## config.mk

```make
export PLATFORM = sky130hd
export DESIGN_NAME = dmem_port_arbiter_flat
export DESIGN_NICKNAME = d
export VERILOG_FILES = /design/src/rtl/dmem_port_arbiter_if.sv /design/src/rtl/dmem_port_arbiter.sv /design/src/flat_wrapper.sv
export SDC_FILE = /design/constraint.sdc
export NUM_CORES = 1
export LEC_CHECK = 0
export CAP_MARGIN = 20
export CELL_PAD_IN_SITES_DETAIL_PLACEMENT = 1
export CELL_PAD_IN_SITES_GLOBAL_PLACEMENT = 1
export CORE_MARGIN = 1.5
export CORE_UTILIZATION = 20
export CTS_BUF_LIST = sky130_fd_sc_hd__clkbuf_16
export CTS_CLUSTER_SIZE = 16
export DETAILED_ROUTE_END_ITERATION = 7
export PLACE_DENSITY = 0.78
export SLEW_MARGIN = 20
export SYNTH_ARGS = -nofsm -noshare
export SYNTH_HDL_FRONTEND = slang
export SYNTH_SLANG_ARGS = --single-unit
```

## constraint.sdc

```tcl
create_clock -name clk -period 1.2 [get_ports clk]
set_input_delay 0.24 -clock clk [delete_from_list [all_inputs] [get_ports clk]]
set_output_delay 0.24 -clock clk [all_outputs]
set_load 0.02 [all_outputs]
```

## src/rtl/dmem_port_arbiter_if.sv

```systemverilog
// rtl/dmem_port_arbiter_if.sv - core, external loader and data-memory signals of the dmem port arbiter
interface dmem_port_arbiter_if #(
   parameter int ADDR_W = 8,
   parameter int DATA_W = 32
);
   logic              core_req;
   logic              core_we;
   logic [ADDR_W-1:0] core_addr;
   logic [DATA_W-1:0] core_wdata;
   logic [DATA_W-1:0] core_rdata;
   logic              core_stall;

   logic              ext_req;
   logic              ext_we;
   logic              ext_lock;
   logic [ADDR_W-1:0] ext_addr;
   logic [DATA_W-1:0] ext_wdata;
   logic              ext_gnt;
   logic [DATA_W-1:0] ext_rdata;
   logic              ext_rvalid;

   logic              mem_we;
   logic [ADDR_W-1:0] mem_addr;
   logic [DATA_W-1:0] mem_wdata;
   logic [DATA_W-1:0] mem_rdata;

   // Requesters and the memory model sit on the master side
   modport master (
      output core_req, core_we, core_addr, core_wdata,
      input  core_rdata, core_stall,
      output ext_req, ext_we, ext_lock, ext_addr, ext_wdata,
      input  ext_gnt, ext_rdata, ext_rvalid,
      input  mem_we, mem_addr, mem_wdata,
      output mem_rdata
   );

   modport slave (
      input  core_req, core_we, core_addr, core_wdata,
      output core_rdata, core_stall,
      input  ext_req, ext_we, ext_lock, ext_addr, ext_wdata,
      output ext_gnt, ext_rdata, ext_rvalid,
      output mem_we, mem_addr, mem_wdata,
      input  mem_rdata
   );
endinterface

```

## src/rtl/dmem_port_arbiter.sv

```systemverilog
// rtl/dmem_port_arbiter.sv - single-port data memory arbiter, core priority with ext starvation limit and locked bursts
module dmem_port_arbiter #(
   parameter int ADDR_W       = 8,
   parameter int DATA_W       = 32,
   parameter int STARVE_LIMIT = 4,
   parameter int BURST_MAX    = 4
) (
   input  logic                clk,
   input  logic                rst,
   dmem_port_arbiter_if.slave  bus
);
   typedef enum logic {sCore, sExt} arbState;

   arbState    state;
   arbState    nextState;
   logic [3:0] waitCnt;
   logic [3:0] burstCnt;
   logic       extGrant;

   always_ff @(posedge clk or negedge rst) begin
      if (!rst) state <= sCore;
      else      state <= nextState;
   end

   always_comb begin
      nextState = state;
      case (state)
         sCore: if (bus.ext_req && (!bus.core_req || waitCnt == 4'(STARVE_LIMIT - 1)))
                   nextState = sExt;
         sExt:  if (!(bus.ext_req && bus.ext_lock && burstCnt < 4'(BURST_MAX - 1)))
                   nextState = sCore;
         default: nextState = sCore;
      endcase
   end

   always_comb begin
      extGrant       = 1'b0;
      bus.core_stall = 1'b0;
      bus.mem_we     = bus.core_req & bus.core_we;
      bus.mem_addr   = bus.core_addr;
      bus.mem_wdata  = bus.core_wdata;
      if (state == sExt) begin
         extGrant       = bus.ext_req;
         bus.core_stall = bus.core_req;
         bus.mem_we     = bus.ext_req & bus.ext_we;
         bus.mem_addr   = bus.ext_addr;
         bus.mem_wdata  = bus.ext_wdata;
      end
   end

   assign bus.ext_gnt    = extGrant;
   assign bus.core_rdata = bus.mem_rdata;

   // Both counters restart on every ownership change, so the core always wins the first cycle back
   always_ff @(posedge clk or negedge rst) begin
      if (!rst) begin
         waitCnt  <= '0;
         burstCnt <= '0;
      end else if (state == sCore) begin
         burstCnt <= '0;
         if (nextState == sExt || !bus.ext_req) waitCnt <= '0;
         else if (waitCnt != 4'hf)              waitCnt <= waitCnt + 4'd1;
      end else begin
         waitCnt <= '0;
         if (extGrant) burstCnt <= burstCnt + 4'd1;
      end
   end

   always_ff @(posedge clk or negedge rst) begin
      if (!rst) begin
         bus.ext_rdata  <= '0;
         bus.ext_rvalid <= 1'b0;
      end else begin
         bus.ext_rvalid <= extGrant & ~bus.ext_we;
         if (extGrant && !bus.ext_we) bus.ext_rdata <= bus.mem_rdata;
      end
   end
endmodule

```

## src/flat_wrapper.sv

```systemverilog
// flat-port wrapper written by rule: the top's interface ports become plain ports
module dmem_port_arbiter_flat 
#(
   parameter int ADDR_W       = 8,
   parameter int DATA_W       = 32,
   parameter int STARVE_LIMIT = 4,
   parameter int BURST_MAX    = 4
)
  (clk, rst, bus_core_req, bus_core_we, bus_core_addr, bus_core_wdata, bus_core_rdata, bus_core_stall, bus_ext_req, bus_ext_we, bus_ext_lock, bus_ext_addr, bus_ext_wdata, bus_ext_gnt, bus_ext_rdata, bus_ext_rvalid, bus_mem_we, bus_mem_addr, bus_mem_wdata, bus_mem_rdata);
  dmem_port_arbiter_if #(.ADDR_W(ADDR_W), .DATA_W(DATA_W)) bus_i ();
  input  logic clk;
  input  logic rst;
  input wire logic [$bits(bus_i.core_req)-1:0] bus_core_req;
  input wire logic [$bits(bus_i.core_we)-1:0] bus_core_we;
  input wire logic [$bits(bus_i.core_addr)-1:0] bus_core_addr;
  input wire logic [$bits(bus_i.core_wdata)-1:0] bus_core_wdata;
  output wire logic [$bits(bus_i.core_rdata)-1:0] bus_core_rdata;
  output wire logic [$bits(bus_i.core_stall)-1:0] bus_core_stall;
  input wire logic [$bits(bus_i.ext_req)-1:0] bus_ext_req;
  input wire logic [$bits(bus_i.ext_we)-1:0] bus_ext_we;
  input wire logic [$bits(bus_i.ext_lock)-1:0] bus_ext_lock;
  input wire logic [$bits(bus_i.ext_addr)-1:0] bus_ext_addr;
  input wire logic [$bits(bus_i.ext_wdata)-1:0] bus_ext_wdata;
  output wire logic [$bits(bus_i.ext_gnt)-1:0] bus_ext_gnt;
  output wire logic [$bits(bus_i.ext_rdata)-1:0] bus_ext_rdata;
  output wire logic [$bits(bus_i.ext_rvalid)-1:0] bus_ext_rvalid;
  output wire logic [$bits(bus_i.mem_we)-1:0] bus_mem_we;
  output wire logic [$bits(bus_i.mem_addr)-1:0] bus_mem_addr;
  output wire logic [$bits(bus_i.mem_wdata)-1:0] bus_mem_wdata;
  input wire logic [$bits(bus_i.mem_rdata)-1:0] bus_mem_rdata;
  assign bus_i.core_req = bus_core_req;
  assign bus_i.core_we = bus_core_we;
  assign bus_i.core_addr = bus_core_addr;
  assign bus_i.core_wdata = bus_core_wdata;
  assign bus_core_rdata = bus_i.core_rdata;
  assign bus_core_stall = bus_i.core_stall;
  assign bus_i.ext_req = bus_ext_req;
  assign bus_i.ext_we = bus_ext_we;
  assign bus_i.ext_lock = bus_ext_lock;
  assign bus_i.ext_addr = bus_ext_addr;
  assign bus_i.ext_wdata = bus_ext_wdata;
  assign bus_ext_gnt = bus_i.ext_gnt;
  assign bus_ext_rdata = bus_i.ext_rdata;
  assign bus_ext_rvalid = bus_i.ext_rvalid;
  assign bus_mem_we = bus_i.mem_we;
  assign bus_mem_addr = bus_i.mem_addr;
  assign bus_mem_wdata = bus_i.mem_wdata;
  assign bus_i.mem_rdata = bus_mem_rdata;
  dmem_port_arbiter #(.ADDR_W(ADDR_W), .DATA_W(DATA_W), .STARVE_LIMIT(STARVE_LIMIT), .BURST_MAX(BURST_MAX)) u_core (.clk(clk), .rst(rst), .bus(bus_i));
endmodule
```

==> flow_metrics.py <==
metrics = {
    "timing": {
        "tightest_slew_ps": 284,
        "relSlewSlack_pct": 81.1,
        "fin_crit_ps": 1750,
        "hold_viol_final": 0,
        "slew_viol_final": 0,
        "setup-violations-final": 77,
        "clock-skew-final_ps": 4.31,
        "tns_ps": -36790,
        "max_clock_freq_mhz": 570,
        "rsz0062_at_grt": "true",
        "fin_crit_sh_pct": 146,
        "setup_ws_ps": -555,
    },
    "placement": {
        "dp_hpwl_um": 8080,
        "gp_congestion": 0.860,
        "port_buffers": 226,
        "dp_slack_ps": -710,
        "placed_cell_area_um2": 5190,
        "dp.cells": 593,
    },
    "routing": {
        "wl_per_cell_um": 18.0,
        "post-route-drc-count": 0,
        "firstDrtPassIters": 3,
        "num_vias": 2493,
        "routed_wl_um": 11100,
        "ant_nets": 0,
        "via_per_inst": 4.04,
        "drt_iter0_markers": 65,
    },
    "clock_network": {
        "cts-root-buf": "clkbuf_16",
        "clock_sinks": 42,
        "htree_levels": 2,
        "cts_tree": "built",
        "clkLatencyLatePin_ps": 280,
        "cts_made_buffers": 5,
        "cts_buffer_depth": 2,
        "cts.clk_slew.worst_paths_ps": 60,
    },
    "synthesis": {
        "synth_warnings": 0,
        "synth.avg_cell_area_um2": 13.2,
        "async_flop_share_pct": 100,
        "synth_cells": 197,
        "yosysSeqAreaShare_pct": 40.5,
        "synth_edf_count": 0,
        "synthFlopType": "dfrtp_1",
        "synth_nets": 318,
        "synthDistinctLibCells": 33,
        "synth_seq_cells": 42,
        "syn-cell-area_um2": 2600,
    },
    "floorplanning": {
        "ios": 227,
        "die_y_um": 117,
        "start_util_pct": 20.5,
        "core_um2": 12700,
        "die_x_um": 117,
        "fp.dieArea_um2": 13700,
        "num_rows": 41,
    },
    "layout": {
        "stdcell_count": 617,
        "nets": 565,
        "antennaDiodeCount": 0,
        "multi_input_area_um2": 1400,
        "syn_to_final_growth_pct": 115,
        "drive_gt1_share_pct": 58.0,
        "final_area_um2": 5570,
        "nFillCells": 1377,
        "regArea_um2": 1050,
    },
    "grt": {
        "grt_start_max_net_pins": 43,
        "globalRouteTotalUtil_pct": 15.2,
        "antenna_found_initial": 0,
        "grt_pass1_vias": 2701,
        "grt_pass1_wl_um": 15500,
        "grt-ovfl-total": 0,
    },
    "worst_setup_path": {
        "rrSetupSlack_ps": -460,
        "timing.rr.start": "u_core.state$_DFF_PN0_",
        "cp-start-kind": "flip-flop",
        "r2r_end": "u_core.bus.ext_rdata[28]$_DFFE_PN0P_",
        "crit_required_ps": 960,
        "end_kind": "output port",
        "crit_path_max_fanout": 14,
        "r2r_cells": 7,
        "crit_type": "flip-flop to output port",
        "cp.arrival_ps": 1510,
    },
    "worst_hold_path": {
        "hold_end": "u_core.bus.ext_rdata[10]$_DFFE_PN0P_",
        "hp-class": "primary input to flip-flop",
        "hold_depth": 2,
        "min_from": "bus_mem_rdata[10]",
    },
    "power": {
        "vdd_drop_max_mv": 0.744,
        "total_leakage_power_nw": 2.68,
        "p_per_area_nw_per_um2": 1110,
    },
    "outcome": {
        "violations": "setup timing",
        "status": "finished, violations left",
    },
    "job": {
        "drv_cap": 0,
    },
}
[critical path, stage by stage, from the launching register on]
cell     delay, ps
dfrtp_2        470
buf_6          150
buf_12         150
mux2_4         320
buf_6          140
[final cells by class]
type                            count  area share, %
Clock inverter                      3          0.292
Timing Repair Buffer              283           49.3
Clock buffer                        5           2.25
Tap cell                          172           3.86
Inverter                            3          0.202
Multi-Input combinational cell    109           25.2
Sequential cell                    42           18.9
[registers in the layout, summed over array words and instances (netlist names)]
signal                 cells
u_core.burstCnt            4
u_core.bus.ext_rdata      32
u_core.bus.ext_rvalid      1
u_core.state               1
u_core.waitCnt             4
[layout by cell type (no fill, tap or decap), types with 3 or more instances in the layout]
cell type	n
dfrtp_1	41
buf_6	51
buf_16	4
buf_4	33
buf_2	49
clkdlybuf4s50_1	116
mux2_4	72
and2_1	3
clkbuf_16	5
clkdlybuf4s15_2	15
buf_8	5
buf_12	7
[cells in the mapped netlist (2+ instances only)]
cell type  number  area share [%]
nand2_1         2            0.29
ha_1            2            0.96
nand4_1         2            0.48
nor2b_1         3            0.72
buf_12          3             2.3
a31oi_1         2            0.48
inv_1           3            0.43
nor2_1          2            0.29
buf_2           5            0.96
mux2_4         29              17
buf_4          32             9.2
mux2_2         43              19
buf_6           2            0.87
mux2i_1         2            0.77
o21ai_0         2            0.39
xnor2_1         2            0.67
and2_1          4            0.96
dfrtp_1        42              40
[worst max path at each step]
stage,startpoint,endpoint,slack (ps),cells after the start
after floorplan,u_core.state$_DFF_PN0_,u_core.bus.ext_rdata[0]$_DFFE_PN0P_,-90,5
after global placement,bus_core_req,bus_mem_we,-680,4
after detailed placement,bus_core_req,bus_mem_we,-710,4
after CTS,u_core.state$_DFF_PN0_,bus_mem_addr[1],-540,4
after global routing,u_core.state$_DFF_PN0_,bus_mem_wdata[10],-580,4
final,u_core.state$_DFF_PN0_,bus_mem_wdata[21],-550,4
[through the flow]
stage                     utilization [%]  total power, mW  hold WS, ps
final                                44.0             6.17          306
after global routing                 44.0             6.46          322
after CTS                            44.3             6.33          467
after detailed placement             41.0             4.86          241
after global placement               41.0             4.80          233
after floorplan                         -             3.31        -55.6
[power breakdown]
part / switching [mW] / internal [mW] / leakage, nW
registers: 0.176 / 1.71 / 0.518
logic: 1.26 / 1.70 / 2.10
clock network: 0.566 / 0.760 / 0.0672
[cell families after synthesis]
group           synth area share (%)
flops                           40.5
buf+inv                         14.0
fa+ha+maj                      0.963
mux                             36.2
compound gates                  2.31
xor+xnor                        1.01
simple gates                    5.11
[routing by layer]
metal	share of wire (%)	vias up	GRT usage, %	wire [µm]
li1	-	1151	-	-
met1	37	1172	16.9	4120
met2	49	158	27.3	5490
met3	11	12	5.10	1230
met4	2.4	0	5.30	267
met5	0	-	0	0
[what timing repair did]
action,in CTS,in global routing
setup buffers,7,4
hold buffers,1,0
resized for setup,527,31
endpoints found under the setup margin,146,100
cloned,4,0
pin swaps,1,2
endpoints found under the hold margin,42,0
Power figures use the tool's default switching activity.
